`config.mk`:
```
export PLATFORM = sky130hd
export DESIGN_NAME = result_collector_flat
export DESIGN_NICKNAME = d
export VERILOG_FILES = /design/src/rtl/result_collector_if.sv /design/src/rtl/result_collector.sv /design/src/flat_wrapper.sv
export SDC_FILE = /design/constraint.sdc
export NUM_CORES = 1
export LEC_CHECK = 0
export ABC_AREA = 1
export CAP_MARGIN = 10
export CORE_ASPECT_RATIO = 1.2
export CORE_MARGIN = 1.5
export CORE_UTILIZATION = 25
export DETAILED_ROUTE_END_ITERATION = 8
export GPL_TIMING_DRIVEN = 0
export PLACE_DENSITY = 0.42
export SETUP_SLACK_MARGIN = 0.2
export SYNTH_ARGS = -nofsm -noshare
export SYNTH_HDL_FRONTEND = slang
export SYNTH_SLANG_ARGS = --single-unit
```
`constraint.sdc`:
```
create_clock -name clk -period 4.8 [get_ports clk]
set_input_delay 0.96 -clock clk [delete_from_list [all_inputs] [get_ports clk]]
set_output_delay 0.96 -clock clk [all_outputs]
set_load 0.01 [all_outputs]
```
`src/rtl/result_collector_if.sv`:
```
// Handshake bundle for result_collector: serial product input, word output
// stream and status/flag signals.
interface result_collector_if #(
   parameter int W = 32
);
   logic         po;
   logic         bit_vld;
   logic         sof;
   logic         clr;
   logic [W-1:0] res;
   logic         res_vld;
   logic         res_rdy;
   logic         busy;
   logic         frame_err;
   logic         ovf;
   logic [7:0]   word_cnt;

   modport master (
      output po, bit_vld, sof, clr, res_rdy,
      input  res, res_vld, busy, frame_err, ovf, word_cnt
   );

   modport slave (
      input  po, bit_vld, sof, clr, res_rdy,
      output res, res_vld, busy, frame_err, ovf, word_cnt
   );
endinterface

```
`src/rtl/result_collector.sv`:
```
// Deserialises MSB-first product bits from the systolic array into W-bit
// words and queues them in a small FIFO with sticky error flags.
module result_collector #(
   parameter int W     = 32,
   parameter int DEPTH = 2
) (
   input  logic              clk,
   input  logic              rst,
   result_collector_if.slave bus
);
   localparam int CW = $clog2(W + 1);
   localparam int PW = $clog2(DEPTH);
   localparam logic [PW:0] DEPTH_C = (PW + 1)'(DEPTH);

   typedef enum logic [0:0] {
      IDLE    = 1'b0,
      COLLECT = 1'b1
   } state_t;

   logic [1:0]    rst_sync_r;
   logic          rst_n_s;
   state_t        state_r, state_nxt_s;
   logic [W-1:0]  sreg_r, sreg_nxt_s, word_s;
   logic [CW-1:0] cnt_r, cnt_nxt_s;
   logic          push_s, frame_err_set_s;
   logic          pop_s, full_s, wr_en_s, ovf_set_s;
   logic [W-1:0]  mem_r [DEPTH];
   logic [PW-1:0] wr_ptr_r, rd_ptr_r;
   logic [PW:0]   count_r, count_nxt_s;
   logic          res_vld_r, frame_err_r, ovf_r;
   logic [7:0]    word_cnt_r;

   // Reset synchroniser: assert immediately, release after two clock edges
   always_ff @(posedge clk or negedge rst) begin
      if (!rst) begin
         rst_sync_r <= 2'b00;
      end else begin
         rst_sync_r <= {rst_sync_r[0], 1'b1};
      end
   end

   assign rst_n_s = rst_sync_r[1];

   // FSM state register
   always_ff @(posedge clk or negedge rst_n_s) begin
      if (!rst_n_s) begin
         state_r <= IDLE;
      end else begin
         state_r <= state_nxt_s;
      end
   end

   // Next-state and shift/count datapath; a sof in COLLECT restarts the frame
   always_comb begin
      state_nxt_s     = state_r;
      sreg_nxt_s      = sreg_r;
      cnt_nxt_s       = cnt_r;
      push_s          = 1'b0;
      frame_err_set_s = 1'b0;
      word_s          = {sreg_r[W-2:0], bus.po};
      case (state_r)
         IDLE: begin
            if (bus.bit_vld && bus.sof) begin
               sreg_nxt_s  = {{(W-1){1'b0}}, bus.po};
               cnt_nxt_s   = CW'(1);
               state_nxt_s = COLLECT;
            end else begin
               state_nxt_s = IDLE;
            end
         end
         COLLECT: begin
            if (bus.bit_vld && bus.sof) begin
               sreg_nxt_s      = {{(W-1){1'b0}}, bus.po};
               cnt_nxt_s       = CW'(1);
               frame_err_set_s = 1'b1;
               state_nxt_s     = COLLECT;
            end else if (bus.bit_vld && (cnt_r == CW'(W - 1))) begin
               sreg_nxt_s  = word_s;
               cnt_nxt_s   = CW'(0);
               push_s      = 1'b1;
               state_nxt_s = IDLE;
            end else if (bus.bit_vld) begin
               sreg_nxt_s  = word_s;
               cnt_nxt_s   = cnt_r + CW'(1);
               state_nxt_s = COLLECT;
            end else begin
               state_nxt_s = COLLECT;
            end
         end
         default: begin
            state_nxt_s = IDLE;
         end
      endcase
   end

   // Shift register and bit counter
   always_ff @(posedge clk or negedge rst_n_s) begin
      if (!rst_n_s) begin
         sreg_r <= '0;
         cnt_r  <= '0;
      end else begin
         sreg_r <= sreg_nxt_s;
         cnt_r  <= cnt_nxt_s;
      end
   end

   assign pop_s     = res_vld_r & bus.res_rdy;
   assign full_s    = (count_r == DEPTH_C);
   assign wr_en_s   = push_s & (~full_s | pop_s);
   assign ovf_set_s = push_s & full_s & ~pop_s;

   // FIFO occupancy update
   always_comb begin
      count_nxt_s = count_r;
      case ({wr_en_s, pop_s})
         2'b10:   count_nxt_s = count_r + (PW + 1)'(1);
         2'b01:   count_nxt_s = count_r - (PW + 1)'(1);
         default: count_nxt_s = count_r;
      endcase
   end

   // FIFO storage, pointers and registered valid
   always_ff @(posedge clk or negedge rst_n_s) begin
      if (!rst_n_s) begin
         for (int i = 0; i < DEPTH; i++) begin
            mem_r[i] <= '0;
         end
         wr_ptr_r  <= '0;
         rd_ptr_r  <= '0;
         count_r   <= '0;
         res_vld_r <= 1'b0;
      end else begin
         if (wr_en_s) begin
            mem_r[wr_ptr_r] <= word_s;
            wr_ptr_r        <= wr_ptr_r + PW'(1);
         end
         if (pop_s) begin
            rd_ptr_r <= rd_ptr_r + PW'(1);
         end
         count_r   <= count_nxt_s;
         res_vld_r <= (count_nxt_s != '0);
      end
   end

   // Sticky flags and pop counter; a setting event outranks clr
   always_ff @(posedge clk or negedge rst_n_s) begin
      if (!rst_n_s) begin
         frame_err_r <= 1'b0;
         ovf_r       <= 1'b0;
         word_cnt_r  <= 8'd0;
      end else begin
         frame_err_r <= frame_err_set_s | (frame_err_r & ~bus.clr);
         ovf_r       <= ovf_set_s | (ovf_r & ~bus.clr);
         if (bus.clr) begin
            word_cnt_r <= 8'd0;
         end else if (pop_s) begin
            word_cnt_r <= word_cnt_r + 8'd1;
         end else begin
            word_cnt_r <= word_cnt_r;
         end
      end
   end

   assign bus.res       = mem_r[rd_ptr_r];
   assign bus.res_vld   = res_vld_r;
   assign bus.busy      = (state_r == COLLECT);
   assign bus.frame_err = frame_err_r;
   assign bus.ovf       = ovf_r;
   assign bus.word_cnt  = word_cnt_r;
endmodule

```
`src/flat_wrapper.sv`:
```
// flat-port wrapper written by rule: the top's interface ports become plain ports
module result_collector_flat 
#(
   parameter int W     = 32,
   parameter int DEPTH = 2
)
  (clk, rst, bus_po, bus_bit_vld, bus_sof, bus_clr, bus_res_rdy, bus_res, bus_res_vld, bus_busy, bus_frame_err, bus_ovf, bus_word_cnt);
  result_collector_if #(.W(W)) bus_i ();
  input  logic clk;
  input  logic rst;
  input wire logic [$bits(bus_i.po)-1:0] bus_po;
  input wire logic [$bits(bus_i.bit_vld)-1:0] bus_bit_vld;
  input wire logic [$bits(bus_i.sof)-1:0] bus_sof;
  input wire logic [$bits(bus_i.clr)-1:0] bus_clr;
  input wire logic [$bits(bus_i.res_rdy)-1:0] bus_res_rdy;
  output wire logic [$bits(bus_i.res)-1:0] bus_res;
  output wire logic [$bits(bus_i.res_vld)-1:0] bus_res_vld;
  output wire logic [$bits(bus_i.busy)-1:0] bus_busy;
  output wire logic [$bits(bus_i.frame_err)-1:0] bus_frame_err;
  output wire logic [$bits(bus_i.ovf)-1:0] bus_ovf;
  output wire logic [$bits(bus_i.word_cnt)-1:0] bus_word_cnt;
  assign bus_i.po = bus_po;
  assign bus_i.bit_vld = bus_bit_vld;
  assign bus_i.sof = bus_sof;
  assign bus_i.clr = bus_clr;
  assign bus_i.res_rdy = bus_res_rdy;
  assign bus_res = bus_i.res;
  assign bus_res_vld = bus_i.res_vld;
  assign bus_busy = bus_i.busy;
  assign bus_frame_err = bus_i.frame_err;
  assign bus_ovf = bus_i.ovf;
  assign bus_word_cnt = bus_i.word_cnt;
  result_collector #(.W(W), .DEPTH(DEPTH)) u_core (.clk(clk), .rst(rst), .bus(bus_i));
endmodule
```
---- After elaboration in Yosys (flattened, before gate mapping) ----
Cells that the tools add are included.
operators by class
  reduce and logical (&&, ||, !) cells .... 6
  order comparisons ....................... 3
  bitwise logic cells ..................... 15
  eq/ne operators ......................... 6
  mux-type cells .......................... 27
  add/sub/neg operators ................... 6
operator list
  operator             number
  $mux 32              4
  $mux 31              4
  $bwmux 64            1
  $pmux 31 s2          1
  $demux 32 s1         1
  $mux 6               4
  $mux 8               2
  $pmux 6 s2           1
  $add 8x1->8 const B  1
  $mux 1               7
  $add 6x1->6 const B  1
  $and 1x1->1          6
  $eq 6x5->1 const B   1
  $eq 2x2->1 const B   2
  $ge 2x2->1 const B   2
  $ne 4x4->1 const B   1
  $not 1->1            4
  $not 1->2            2
  $pmux 2 s2           1
  $reduce_bool 2->1    2
  $logic_and 1x1->1    3
  $or 1x1->1           3
  $add 1x1->1 const B  2
  $add 2x1->2 const B  1
  other kinds (6)      6
storage, ports and cells
  input port bits ......................... 7
  output and inout port bits .............. 44
  register bits ........................... 119

---- Depth between registers and ports, before layout ----
Gate-level depths: netlist (run 1).
  depth after elaboration ................. 9
  mapped depth ............................ 12
  depth with buffers taken out ............ 11

---- Worst setup path after synthesis (run 1) ----
No wires, ideal clock.
  path kind ............................... in2reg
  from .................................... input bus_sof
  to ...................................... register u_core.res_vld_r (netlist: u_core.bus.res_vld)
  cell stages on the path ................. 10
  library setup time ...................... 0.127 ns
  data required time ...................... 4.673 ns
  arrival time ............................ 2.518 ns
  path buffers ............................ 1
  path slack .............................. 2.155 ns
  path through ............................ nand2_1 nand4_2 nor2_4 buf_6 nand2_1 ha_1 a21oi_1 o21ai_0 xnor2_1 or2_2
on the way
  cells in the longest elaborated chain, start to end .. 7
RTL lines
  what                                             RTL line                 source
  start, declared                                  flat_wrapper.sv:13       input wire logic [$bits(bus_i.sof)-1:0] bus_sof;
  $logic_and 1x1->1 (*)                            result_collector.sv:72   if (bus.bit_vld && bus.sof) begin
  $mux 1 (*)                                       result_collector.sv:72
  $mux 1 (*)                                       result_collector.sv:61   case (state_r)
  $and 1x1->1 (*)                                  result_collector.sv:109  assign wr_en_s = push_s & (~full_s | pop_s);
  $eq 2x1->1 / $eq 2x2->1 (equally long branches)  result_collector.sv:115  case ({wr_en_s, pop_s})
  $pmux 2 s2 (*)                                   result_collector.sv:115
  named net u_core.count_nxt_s[1]                  result_collector.sv:29   logic [PW:0] count_r, count_nxt_s;
  $reduce_bool 2->1 (*)                            result_collector.sv:141  res_vld_r <= (count_nxt_s != '0);
  end signal, assigned                             result_collector.sv:141
  end, declared                                    result_collector.sv:30   logic res_vld_r, frame_err_r, ovf_r;
Mark *: on every way through the listed nets, which the timed path passes. The rest lies on a longest branch.
A chain may end at the register's enable or synchronous reset.

---- Final worst setup path (run 1) ----
  from .................................... register u_core.rd_ptr_r
  to ...................................... output bus_res[29]
on the way
  cells in the longest elaborated chain, start to end .. 4
RTL lines
  what                                        RTL line                 source
  start, declared                             result_collector.sv:28   logic [PW-1:0] wr_ptr_r, rd_ptr_r;
  start signal, assigned                      result_collector.sv:138  rd_ptr_r <= rd_ptr_r + PW'(1);
  $not 1->2 (not written as such)             result_collector.sv:164  assign bus.res = mem_r[rd_ptr_r];
  $mux 32 (not written as such) (3 in a row)  result_collector.sv:164
  end, declared                               flat_wrapper.sv:16       output wire logic [$bits(bus_i.res)-1:0] bus_res;
Every way passes these cells. The select of a mux whose other input is x is not followed.

==> run_summary.xml, run 1 <==
<?xml version="1.0" encoding="UTF-8"?>
<metrics>
  <group name="finish">
    <metric name="post_layout_inst_area" unit="mm²">0.00680</metric>
    <metric name="area_growth" unit="%">27.3</metric>
    <metric name="final_nets" unit="">706</metric>
    <metric name="antenna_cells" unit="">0</metric>
    <metric name="post_route_cells_drive_above_1_share" unit="%">9.18</metric>
  </group>
  <group name="power">
    <metric name="internal-power" unit="µW">1960</metric>
    <metric name="switching_part_of_the_total" unit="%">27.3</metric>
    <metric name="clockPowerShare" unit="%">47.2</metric>
    <metric name="max-vdd-ir-drop" unit="V">0.000268</metric>
    <metric name="totalPowerFinal" unit="µW">2690</metric>
    <metric name="share_comb_of_total_power" unit="%">13.2</metric>
    <metric name="power_leakage" unit="µW">0.00335</metric>
    <metric name="net-switching-power" unit="µW">735</metric>
    <metric name="powerDensity" unit="mW/mm²">396</metric>
    <metric name="seqPwrFrac" unit="%">39.6</metric>
  </group>
  <group name="floorplanning">
    <metric name="floorplan.rows" unit="">58</metric>
    <metric name="die_area" unit="mm²">0.0223</metric>
    <metric name="die_y" unit="µm">163</metric>
    <metric name="die-width" unit="µm">136</metric>
    <metric name="core" unit="mm²">0.0210</metric>
    <metric name="start_util" unit="%">25.5</metric>
    <metric name="pin_count" unit="">51</metric>
  </group>
  <group name="routing">
    <metric name="avgViaCountPerCell" unit="">4.56</metric>
    <metric name="drt_iter0_drc" unit="">292</metric>
    <metric name="finalWirelength" unit="µm">14200</metric>
    <metric name="wl_per_cell" unit="µm">14.5</metric>
    <metric name="dr_total_vias" unit="">4459</metric>
    <metric name="drt_pre_antenna_iters" unit="">5</metric>
    <metric name="route.detailed.drc" unit="">0</metric>
    <metric name="drt.antenna.violating_nets" unit="">0</metric>
  </group>
  <group name="outcome">
    <metric name="status" unit="">finished clean</metric>
  </group>
  <group name="place">
    <metric name="dpl_cell_area" unit="mm²">0.00621</metric>
    <metric name="hpwl" unit="µm">9760</metric>
    <metric name="gp_congestion" unit="">0.747</metric>
    <metric name="io_buffer_count" unit="">50</metric>
  </group>
  <group name="clock_network">
    <metric name="ctsHtreeMaxLevel" unit="">4</metric>
    <metric name="cts_setup_buffers" unit="">0</metric>
    <metric name="cts.root.buffer_cell" unit="">sky130_fd_sc_hd__clkbuf_16</metric>
    <metric name="post_cts_resized" unit="">0</metric>
    <metric name="clock_sink_count" unit="">119</metric>
    <metric name="worst_skew_pair.late_latency" unit="ns">0.41</metric>
    <metric name="clk_pin_slew_worst_paths" unit="ns">0.06</metric>
    <metric name="numCtsBuffers" unit="">17</metric>
    <metric name="clock_tree.buffer_depth" unit="">2</metric>
    <metric name="tritoncts" unit="">yes</metric>
    <metric name="cts_hold_buffers" unit="">0</metric>
  </group>
  <group name="sta">
    <metric name="setup_repair_after_global_routing_missed_its_margin" unit="">no</metric>
    <metric name="fin_worst_skew" unit="ns">0.00897</metric>
    <metric name="layout_min_cycle_time" unit="ns">3.32</metric>
    <metric name="final-max-slew-violation-count" unit="">0</metric>
    <metric name="final_min_period_over_clock_period" unit="%">69.2</metric>
    <metric name="fmax" unit="GHz">0.301</metric>
    <metric name="finalHoldViolations" unit="">0</metric>
    <metric name="worst_slew_margin_rel" unit="%">48.6</metric>
    <metric name="count_of_final_setup_violators" unit="">0</metric>
    <metric name="worst_slew_pin_slew" unit="ns">0.770</metric>
  </group>
  <group name="global_route">
    <metric name="number_of_global_route_vias_before_repair" unit="">4627</metric>
    <metric name="grt_max_degree" unit="">63</metric>
    <metric name="antenna_violations_before_repair" unit="">0</metric>
    <metric name="grt.overflow.total" unit="">0</metric>
    <metric name="overall_global_routing_usage" unit="%">13.8</metric>
    <metric name="first_pass_grt_wire_length" unit="µm">23600</metric>
  </group>
  <group name="critical_path">
    <metric name="timing.setup.critical_path_class" unit="">flop to primary output</metric>
    <metric name="critPathLaunchType" unit="">flop</metric>
    <metric name="r2r_cells" unit="">12</metric>
    <metric name="startpoint" unit="">u_core.rd_ptr_r</metric>
    <metric name="rr_startpoint" unit="">u_core.cnt_r[0]</metric>
    <metric name="critPathCaptureType" unit="">primary output</metric>
    <metric name="critPathArrivalTime" unit="ns">2.36</metric>
    <metric name="timing.reg2reg.setup_slack" unit="ns">2.23</metric>
    <metric name="worst_setup_path_endpoint" unit="">bus_res[29]</metric>
    <metric name="crit_required" unit="ns">3.84</metric>
    <metric name="r2r_end" unit="">u_core.bus.res_vld</metric>
    <metric name="cp_max_fo" unit="">10</metric>
  </group>
  <group name="synthesis">
    <metric name="post_synth_instance_area" unit="mm²">0.00534</metric>
    <metric name="post_synth_num_cell_types" unit="">28</metric>
    <metric name="number_of_warnings_printed_during_yosys_synthesis" unit="">0</metric>
    <metric name="synth_largest_type_area_fraction" unit="%">55.7</metric>
    <metric name="cells_after_synth" unit="">626</metric>
    <metric name="ys_ff_latch" unit="">119</metric>
    <metric name="synthDominantAreaCellType" unit="">sky130_fd_sc_hd__dfrtp_1</metric>
    <metric name="synth_area_leaders" unit="">sky130_fd_sc_hd__dfrtp_1 56%, sky130_fd_sc_hd__nand2_1 18%, sky130_fd_sc_hd__nand4_1 7.8%</metric>
    <metric name="mapped_nets" unit="">636</metric>
    <metric name="seq_area_frac_synth" unit="%">55.7</metric>
    <metric name="avgSynthCellArea" unit="µm²">8.54</metric>
  </group>
  <group name="hold_path">
    <metric name="min_path_type" unit="">flop to flop</metric>
  </group>
  <group name="run">
    <metric name="max-cap-violations" unit="">0</metric>
  </group>
</metrics>
[layer usage]
metal	vias up	part of all wire, %	routed length (µm)	track usage (%)
met4	0	1.6	231	5.51
met2	89	49	6940	23.2
li1	2196	-	-	-
met3	13	3.5	497	2.98
met5	-	0	0	0
met1	2161	46	6490	17.2
[cells in the final DEF, fill, tap and decap left out, types with 3 or more instances in the layout]
cell type                         instances
sky130_fd_sc_hd__dfrtp_1                118
sky130_fd_sc_hd__nand2_1                252
sky130_fd_sc_hd__bufinv_16                3
sky130_fd_sc_hd__buf_2                   19
sky130_fd_sc_hd__clkinv_2                 4
sky130_fd_sc_hd__nand3_1                  7
sky130_fd_sc_hd__a21oi_1                  9
sky130_fd_sc_hd__clkbuf_1                16
sky130_fd_sc_hd__nor3_1                   6
sky130_fd_sc_hd__nor2_1                  12
sky130_fd_sc_hd__buf_6                    9
sky130_fd_sc_hd__clkdlybuf4s50_1         50
sky130_fd_sc_hd__o22ai_1                 29
sky130_fd_sc_hd__nand4_1                 67
sky130_fd_sc_hd__clkbuf_16               17
sky130_fd_sc_hd__ha_1                     3
sky130_fd_sc_hd__inv_1                   52
sky130_fd_sc_hd__o21ai_0                 12
[state kept, by name (all words and copies together), names as in the netlist]
name                  cells
u_core.bus.busy           1
u_core.sreg_r            31
u_core.bus.ovf            1
u_core.rst_sync_r         2
u_core.cnt_r              6
u_core.bus.word_cnt       8
u_core.count_r            2
u_core.bus.res_vld        1
u_core.bus.frame_err      1
u_core.wr_ptr_r           1
u_core.mem_r             64
u_core.rd_ptr_r           1
[power by group through the flow]
stage | Sequential, µW | Clock (µW) | Combinational, µW
floorplan | 1090 | 0 | 210
global placement | 1090 | 0 | 347
detailed placement | 1080 | 0 | 365
CTS | 1070 | 1310 | 365
global route | 1070 | 1350 | 400
finish | 1070 | 1270 | 356
[synth_stat cells (all sizes together)]
library cell	instances
nand2	252
dfrtp	119
nand4	68
inv	53
o22ai	29
buf	28
nor2	14
clkbuf	13
o21ai	12
a21oi	9
nand3	9
nor3	6
ha	3
clkinv	2
xnor2	2
and2	1
conb	1
o211ai	1
o21bai	1
o31ai	1
or2	1
xor2	1
[worst min-delay path by stage]
stage	start	end	slack, ns	depth (start not counted)
floorplan	u_core.rst_sync_r[0]	u_core.rst_sync_r[1]	0.33	0
finish	u_core.rst_sync_r[0]	u_core.rst_sync_r[1]	0.35	0
global route	u_core.rst_sync_r[0]	u_core.rst_sync_r[1]	0.37	0
global placement	u_core.rst_sync_r[0]	u_core.rst_sync_r[1]	0.34	0
detailed placement	u_core.rst_sync_r[0]	u_core.rst_sync_r[1]	0.34	0
CTS	u_core.rst_sync_r[0]	u_core.rst_sync_r[1]	0.35	0
[critical path: stages, from the launching register on]
cell and delay, ns:
sky130_fd_sc_hd__dfrtp_1 0.35, sky130_fd_sc_hd__clkbuf_1 0.18, sky130_fd_sc_hd__clkinv_1 0.17, sky130_fd_sc_hd__clkbuf_1 0.46, sky130_fd_sc_hd__nand2_1 0.11, sky130_fd_sc_hd__nand2_1 0.13, sky130_fd_sc_hd__clkdlybuf4s50_1 0.55
[cell families after synthesis]
kind of cell | after synthesis | share of synthesized area, %
simple gates | 351 | 28.8
flops | 119 | 55.7
buf+inv | 96 | 8.45
compound gates | 53 | 5.78
xor+xnor | 3 | 0.492
fa+ha+maj | 3 | 0.702
other cells | 1 | 0.0702
[stage by stage]
step	instances	setup WS (ns)	setup TNS (ns)	util, %	hold slack (ns)
2_1_floorplan	626	1.24	0	-	0.331
3_3_place_gp	946	-0.316	-36.11	29.5	0.338
3_5_place_dp	947	1.26	0	29.6	0.338
4_1_cts	978	1.41	0	32.4	0.351
5_1_grt	978	1.25	0	32.4	0.368
6_report	978	1.48	0	32.4	0.349
[area by class of cell]
cell class                 instances  area, µm²
fill                            2197      14200
sequential                       119       2980
multi-input combinational        411       1910
timing repair buffer              51        528
clock buffer                      22        464
tap                              270        338
buffer                            41        245
inverter                          55        206
clock inverter                     9        125
Note: power is estimated with default switching activity, not from simulation.
==> run 2: changes to the inputs <==
==> constraint.sdc (replaced) <==
create_clock -name clk -period 3.3 [get_ports clk]
set_input_delay 0.66 -clock clk [delete_from_list [all_inputs] [get_ports clk]]
set_output_delay 0.66 -clock clk [all_outputs]
set_load 0.01 [all_outputs]
==> run_summary.xml, run 2 (synthesis results as in run 1) <==
<?xml version="1.0" encoding="UTF-8"?>
<metrics>
  <group name="place">
    <metric name="io_buffer_count" unit="">50</metric>
    <metric name="gp_congestion" unit="">0.771</metric>
    <metric name="placed_cells_incl_taps" unit="">947</metric>
    <metric name="hpwl" unit="µm">9800</metric>
    <metric name="place_worst_setup_slack" unit="ns">0.0759</metric>
  </group>
  <group name="routing">
    <metric name="finalWirelength" unit="µm">14300</metric>
    <metric name="drt.antenna.violating_nets" unit="">0</metric>
    <metric name="avgViaCountPerCell" unit="">4.56</metric>
    <metric name="route.detailed.drc" unit="">0</metric>
    <metric name="wl_per_cell" unit="µm">14.6</metric>
    <metric name="drt_pre_antenna_iters" unit="">4</metric>
    <metric name="drt_iter0_drc" unit="">202</metric>
    <metric name="dr_total_vias" unit="">4466</metric>
  </group>
  <group name="sta">
    <metric name="layout_min_cycle_time" unit="ns">2.90</metric>
    <metric name="setup_repair_after_global_routing_missed_its_margin" unit="">no</metric>
    <metric name="count_of_final_setup_violators" unit="">0</metric>
    <metric name="fin_worst_skew" unit="ns">0.00963</metric>
    <metric name="worst_slew_pin_slew" unit="ns">0.804</metric>
    <metric name="fin_hold_ws" unit="ns">0.350</metric>
    <metric name="finalHoldViolations" unit="">0</metric>
    <metric name="worst_slew_margin_rel" unit="%">46.4</metric>
    <metric name="fmax" unit="GHz">0.344</metric>
    <metric name="final_min_period_over_clock_period" unit="%">88.0</metric>
    <metric name="final-max-slew-violation-count" unit="">0</metric>
    <metric name="finalWorstSetupSlack" unit="ns">0.396</metric>
    <metric name="fin_setup_tns" unit="ns">0</metric>
  </group>
  <group name="critical_path">
    <metric name="r2r_cells" unit="">12</metric>
    <metric name="crit_required" unit="ns">2.64</metric>
    <metric name="timing.critical_path.slowest_stage_cell" unit="">sky130_fd_sc_hd__clkdlybuf4s50_1</metric>
    <metric name="r2r_end" unit="">u_core.bus.res_vld</metric>
    <metric name="critPathArrivalTime" unit="ns">2.24</metric>
    <metric name="critPathLaunchType" unit="">flop</metric>
    <metric name="timing.setup.critical_path_class" unit="">flop to primary output</metric>
    <metric name="timing.reg2reg.setup_slack" unit="ns">0.75</metric>
    <metric name="worstPathCellList" unit="">clkbuf_1, clkbuf_1, nand2_1, nand2_1, clkdlybuf4s50_1</metric>
    <metric name="slowest_delay" unit="ns">0.55</metric>
    <metric name="rr_startpoint" unit="">u_core.cnt_r[0]</metric>
    <metric name="cp_max_fo" unit="">10</metric>
    <metric name="critPathCaptureType" unit="">primary output</metric>
  </group>
  <group name="global_route">
    <metric name="antenna_violations_before_repair" unit="">0</metric>
    <metric name="number_of_global_route_vias_before_repair" unit="">4595</metric>
    <metric name="overall_global_routing_usage" unit="%">13.8</metric>
    <metric name="first_pass_grt_wire_length" unit="µm">23500</metric>
    <metric name="grt_max_degree" unit="">60</metric>
    <metric name="grt.overflow.total" unit="">0</metric>
  </group>
  <group name="power">
    <metric name="internal-power" unit="µW">2850</metric>
    <metric name="max-vdd-ir-drop" unit="V">0.000396</metric>
    <metric name="seqPwrFrac" unit="%">38.9</metric>
    <metric name="totalPowerFinal" unit="µW">3990</metric>
    <metric name="net-switching-power" unit="µW">1140</metric>
    <metric name="powerDensity" unit="mW/mm²">584</metric>
    <metric name="switching_part_of_the_total" unit="%">28.6</metric>
    <metric name="clockPowerShare" unit="%">48.0</metric>
    <metric name="power_leakage" unit="µW">0.00337</metric>
    <metric name="share_comb_of_total_power" unit="%">13.1</metric>
  </group>
  <group name="floorplanning">
    <metric name="die_area" unit="mm²">0.0223</metric>
    <metric name="core" unit="mm²">0.0210</metric>
    <metric name="die_y" unit="µm">163</metric>
    <metric name="die-width" unit="µm">136</metric>
    <metric name="pin_count" unit="">51</metric>
    <metric name="start_util" unit="%">25.5</metric>
    <metric name="floorplan.rows" unit="">58</metric>
  </group>
  <group name="hold_path">
    <metric name="hold_path_depth" unit="">0</metric>
    <metric name="min_path_type" unit="">flop to flop</metric>
    <metric name="holdPathEnd" unit="">u_core.rst_sync_r[1]</metric>
    <metric name="hold_path_startpoint" unit="">u_core.rst_sync_r[0]</metric>
  </group>
  <group name="finish">
    <metric name="largest_register_ff_count" unit="">64</metric>
    <metric name="final-instance-count-excl-fill" unit="">979</metric>
    <metric name="final_nets" unit="">706</metric>
    <metric name="antenna_cells" unit="">0</metric>
    <metric name="number_of_filler_instances_in_the_final_layout" unit="">2195</metric>
    <metric name="commonest_cells_after_routing_fill_and_taps_aside" unit="">252 x sky130_fd_sc_hd__nand2_1, 118 x sky130_fd_sc_hd__dfrtp_1, 67 x sky130_fd_sc_hd__nand4_1</metric>
    <metric name="mostFrequentLayoutCell" unit="">sky130_fd_sc_hd__nand2_1</metric>
    <metric name="post_route_cells_drive_above_1_share" unit="%">10.3</metric>
    <metric name="area_growth" unit="%">27.8</metric>
    <metric name="top_register" unit="">u_core.mem_r</metric>
  </group>
  <group name="run">
    <metric name="max-cap-violations" unit="">0</metric>
  </group>
  <group name="outcome">
    <metric name="status" unit="">finished clean</metric>
  </group>
  <group name="clock_network">
    <metric name="cts.root.buffer_cell" unit="">sky130_fd_sc_hd__clkbuf_16</metric>
    <metric name="worst_skew_pair.late_latency" unit="ns">0.42</metric>
    <metric name="clock_sink_count" unit="">119</metric>
    <metric name="cts_setup_buffers" unit="">0</metric>
    <metric name="clk_pin_slew_worst_paths" unit="ns">0.06</metric>
    <metric name="ctsHtreeMaxLevel" unit="">4</metric>
    <metric name="tritoncts" unit="">yes</metric>
    <metric name="numCtsBuffers" unit="">17</metric>
    <metric name="clock_tree.buffer_depth" unit="">2</metric>
  </group>
</metrics>
-- run 2: repair_timing --
item / in CTS / in global routing
resized for setup: 0 / 8
hold buffers: 0 / 0
setup endpoints to repair: 0 / 24
-- run 2: routing by layer --
metal	vias to the layer above	track usage, %	routed length (µm)
met1	2173	16.7	6410
met2	75	23.4	7070
met3	21	3.38	529
met5	-	0	0
li1	2197	-	-
met4	0	5.37	287
-- run 2: final cells by class --
class / instances / area [µm²] / area share (%)
multi-input combinational: 411 / 1910 / 28.0
buffer: 41 / 250 / 3.66
clock inverter: 14 / 174 / 2.55
sequential: 119 / 2980 / 43.6
tap: 270 / 338 / 4.95
clock buffer: 18 / 439 / 6.43
inverter: 55 / 206 / 3.02
timing repair buffer: 51 / 528 / 7.73
-- run 2: worst max-delay path by stage --
stage | from | to | slack (ns) | cells past startpoint
floorplan | bus_sof | u_core.bus.res_vld | 0.95 | 10
global placement | bus_res_rdy | u_core.bus.res_vld | 0.09 | 10
detailed placement | bus_res_rdy | u_core.bus.res_vld | 0.08 | 10
CTS | u_core.rd_ptr_r | bus_res[29] | 0.24 | 6
global route | u_core.rd_ptr_r | bus_res[30] | 0.25 | 6
finish | u_core.rd_ptr_r | bus_res[0] | 0.40 | 5
-- run 2: worst max-delay path: cells and delay by family (launching register included) --
kind	cells	cell delay, ns
buf+inv	3	1.27
flops	1	0.32
simple gates	2	0.23
-- run 2: power by group through the flow --
stage | logic [µW] | clock network [µW] | registers (µW)
6_report | 523 | 1910 | 1550
5_1_grt | 584 | 2010 | 1560
4_1_cts | 532 | 1970 | 1550
3_5_place_dp | 531 | 0 | 1580
3_3_place_gp | 503 | 0 | 1590
2_1_floorplan | 306 | 0 | 1580
-- run 2: metrics by stage --
| step | cell area [µm²] | util, % |
|---|---|---|
| final | 6830 | 32.6 |
| after global routing | 6830 | 32.6 |
| after CTS | 6830 | 32.5 |
| after detailed placement | 6210 | 29.6 |
| after global placement | 6180 | 29.5 |
| after floorplan | 5350 | - |
==> run 3: changes to the inputs <==
--- a/config.mk
+++ b/config.mk
@@ -12,6 +12,7 @@
 export CORE_UTILIZATION = 25
 export DETAILED_ROUTE_END_ITERATION = 8
 export GPL_TIMING_DRIVEN = 0
+export MAX_ROUTING_LAYER = met4
 export PLACE_DENSITY = 0.42
 export SETUP_SLACK_MARGIN = 0.2
 export SYNTH_ARGS = -nofsm -noshare
==> run_summary.xml, run 3 (synthesis results as in run 1) <==
<?xml version="1.0" encoding="UTF-8"?>
<metrics>
  <group name="floorplanning">
    <metric name="floorplan.rows" unit="">58</metric>
    <metric name="die_area" unit="mm²">0.0223</metric>
    <metric name="core" unit="mm²">0.0210</metric>
    <metric name="start_util" unit="%">25.5</metric>
    <metric name="die-width" unit="µm">136</metric>
    <metric name="die_y" unit="µm">163</metric>
    <metric name="pin_count" unit="">51</metric>
  </group>
  <group name="power">
    <metric name="internal-power" unit="µW">2850</metric>
    <metric name="power_leakage" unit="µW">0.00337</metric>
    <metric name="powerDensity" unit="mW/mm²">584</metric>
    <metric name="clockPowerShare" unit="%">47.9</metric>
    <metric name="net-switching-power" unit="µW">1140</metric>
    <metric name="max-vdd-ir-drop" unit="V">0.000385</metric>
    <metric name="seqPwrFrac" unit="%">38.9</metric>
    <metric name="switching_part_of_the_total" unit="%">28.5</metric>
    <metric name="share_comb_of_total_power" unit="%">13.2</metric>
  </group>
  <group name="routing">
    <metric name="finalWirelength" unit="µm">14200</metric>
    <metric name="drt_iter0_drc" unit="">215</metric>
    <metric name="wl_per_cell" unit="µm">14.6</metric>
    <metric name="route.detailed.drc" unit="">0</metric>
    <metric name="avgViaCountPerCell" unit="">4.55</metric>
    <metric name="drt_pre_antenna_iters" unit="">5</metric>
    <metric name="dr_total_vias" unit="">4459</metric>
    <metric name="drt.antenna.violating_nets" unit="">0</metric>
  </group>
  <group name="clock_network">
    <metric name="ctsHtreeMaxLevel" unit="">4</metric>
    <metric name="cts_hold_buffers" unit="">0</metric>
    <metric name="clk_pin_slew_worst_paths" unit="ns">0.06</metric>
    <metric name="clock_tree.buffer_depth" unit="">2</metric>
    <metric name="cts.root.buffer_cell" unit="">sky130_fd_sc_hd__clkbuf_16</metric>
    <metric name="numCtsBuffers" unit="">17</metric>
    <metric name="tritoncts" unit="">yes</metric>
    <metric name="clock_sink_count" unit="">119</metric>
    <metric name="worst_skew_pair.late_latency" unit="ns">0.42</metric>
  </group>
  <group name="finish">
    <metric name="final-instance-count-excl-fill" unit="">979</metric>
    <metric name="number_of_filler_instances_in_the_final_layout" unit="">2195</metric>
    <metric name="antenna_cells" unit="">0</metric>
    <metric name="sequential_cell_area" unit="mm²">0.00298</metric>
    <metric name="largest_register_ff_count" unit="">64</metric>
    <metric name="commonest_cells_after_routing_fill_and_taps_aside" unit="">252 x sky130_fd_sc_hd__nand2_1, 118 x sky130_fd_sc_hd__dfrtp_1, 67 x sky130_fd_sc_hd__nand4_1</metric>
    <metric name="top_register" unit="">u_core.mem_r</metric>
    <metric name="post_route_cells_drive_above_1_share" unit="%">10.3</metric>
    <metric name="area_growth" unit="%">27.8</metric>
    <metric name="final_nets" unit="">706</metric>
    <metric name="multi_input_comb_area" unit="mm²">0.00191</metric>
    <metric name="mostFrequentLayoutCell" unit="">sky130_fd_sc_hd__nand2_1</metric>
    <metric name="final_core_util" unit="%">32.6</metric>
  </group>
  <group name="sta">
    <metric name="fin_worst_skew" unit="ns">0.0135</metric>
    <metric name="final_min_period_over_clock_period" unit="%">87.6</metric>
    <metric name="fin_hold_ws" unit="ns">0.353</metric>
    <metric name="setup_repair_after_global_routing_missed_its_margin" unit="">no</metric>
    <metric name="count_of_final_setup_violators" unit="">0</metric>
    <metric name="final-max-slew-violation-count" unit="">0</metric>
    <metric name="fmax" unit="GHz">0.346</metric>
    <metric name="fin_setup_tns" unit="ns">0</metric>
    <metric name="worst_slew_margin_rel" unit="%">46.4</metric>
    <metric name="finalWorstSetupSlack" unit="ns">0.408</metric>
    <metric name="layout_min_cycle_time" unit="ns">2.89</metric>
    <metric name="worst_slew_pin_slew" unit="ns">0.805</metric>
    <metric name="finalHoldViolations" unit="">0</metric>
  </group>
  <group name="global_route">
    <metric name="overall_global_routing_usage" unit="%">14.2</metric>
    <metric name="grt_max_degree" unit="">60</metric>
    <metric name="antenna_violations_before_repair" unit="">0</metric>
    <metric name="first_pass_grt_wire_length" unit="µm">23500</metric>
    <metric name="grt.overflow.total" unit="">0</metric>
    <metric name="number_of_global_route_vias_before_repair" unit="">4596</metric>
  </group>
  <group name="critical_path">
    <metric name="critPathArrivalTime" unit="ns">2.23</metric>
    <metric name="cp_max_fo" unit="">10</metric>
    <metric name="cell_family_contributing_the_most_delay_on_the_critical_path" unit="">buffers and inverters</metric>
    <metric name="worstPathCellList" unit="">clkbuf_1, clkbuf_1, nand2_1, nand2_1, clkdlybuf4s50_1</metric>
    <metric name="timing.setup.critical_path_class" unit="">flop to primary output</metric>
    <metric name="slowest_delay" unit="ns">0.55</metric>
    <metric name="critPathLaunchType" unit="">flop</metric>
    <metric name="timing.critical_path.buf_inv" unit="">3</metric>
    <metric name="timing.critical_path.slowest_stage_cell" unit="">sky130_fd_sc_hd__clkdlybuf4s50_1</metric>
    <metric name="critPathCaptureType" unit="">primary output</metric>
    <metric name="crit_required" unit="ns">2.64</metric>
  </group>
  <group name="outcome">
    <metric name="status" unit="">finished clean</metric>
  </group>
  <group name="place">
    <metric name="gp_congestion" unit="">0.781</metric>
    <metric name="hpwl" unit="µm">9800</metric>
    <metric name="placed_cells_incl_taps" unit="">947</metric>
    <metric name="place_worst_setup_slack" unit="ns">0.0759</metric>
    <metric name="io_buffer_count" unit="">50</metric>
  </group>
  <group name="run">
    <metric name="max-cap-violations" unit="">0</metric>
  </group>
  <group name="hold_path">
    <metric name="min_path_type" unit="">flop to flop</metric>
  </group>
</metrics>
-- run 3: through the flow --
step	cell area [µm²]	total power [µW]
floorplan	5350	1890
global placement	6180	2090
detailed placement	6210	2110
CTS	6830	4050
global route	6830	4160
finish	6830	3990
-- run 3: final timing paths --
kind / from / endpoint / slack [ns] / cells after the start
setup / recovery: u_core.rd_ptr_r / bus_res[0] / 0.41 / 5
hold / removal: u_core.rst_sync_r[0] / u_core.rst_sync_r[1] / 0.35 / 0
setup reg to reg: u_core.cnt_r[0] / u_core.bus.res_vld / 0.74 / 12
hold reg to reg: u_core.rst_sync_r[0] / u_core.rst_sync_r[1] / 0.35 / 0
max in group asynchronous: u_core.rst_sync_r[1] / u_core.mem_r[26] / 2.12 / 1
min in group asynchronous: rst / u_core.rst_sync_r[1] / 0.40 / 1
-- run 3: what timing repair did --
action / 4_1_cts / 5_1_grt
endpoints found under the setup margin: 0 / 24
gates resized for setup: 0 / 8
buffers inserted: 0 / 0
-- run 3: final cells by class --
type | count | area share (%)
buffer | 41 | 3.66
clock buffer | 18 | 6.43
timing repair buffer | 51 | 7.73
multi-input combinational | 411 | 28.0
sequential | 119 | 43.6
inverter | 55 | 3.02
tap | 270 | 4.95
clock inverter | 14 | 2.55
-- run 3: power by group through the flow --
stage | registers [µW] | logic (µW) | clock network (µW)
global route | 1560 | 585 | 2010
detailed placement | 1580 | 531 | 0
CTS | 1550 | 532 | 1970
floorplan | 1580 | 306 | 0
finish | 1550 | 525 | 1910
global placement | 1590 | 503 | 0
-- run 3: worst reg2reg max path: stages (launching register included) --
cell	delay [ns]
sky130_fd_sc_hd__dfrtp_1	0.35
sky130_fd_sc_hd__ha_1	0.18
sky130_fd_sc_hd__nand2_1	0.11
sky130_fd_sc_hd__nor2_2	0.15
sky130_fd_sc_hd__nand4_2	0.16
sky130_fd_sc_hd__nor2_4	0.20
sky130_fd_sc_hd__buf_6	0.19
sky130_fd_sc_hd__nand2_1	0.12
sky130_fd_sc_hd__ha_1	0.35
sky130_fd_sc_hd__a21oi_1	0.11
sky130_fd_sc_hd__o21ai_0	0.11
sky130_fd_sc_hd__xnor2_1	0.15
sky130_fd_sc_hd__or2_2	0.27
-- run 3: layer usage --
metal	part of all wire, %	GRT usage (%)
met1	45	16.8
met2	50	23.4
met3	3.7	3.20
met4	1.7	5.51
met5	0	-
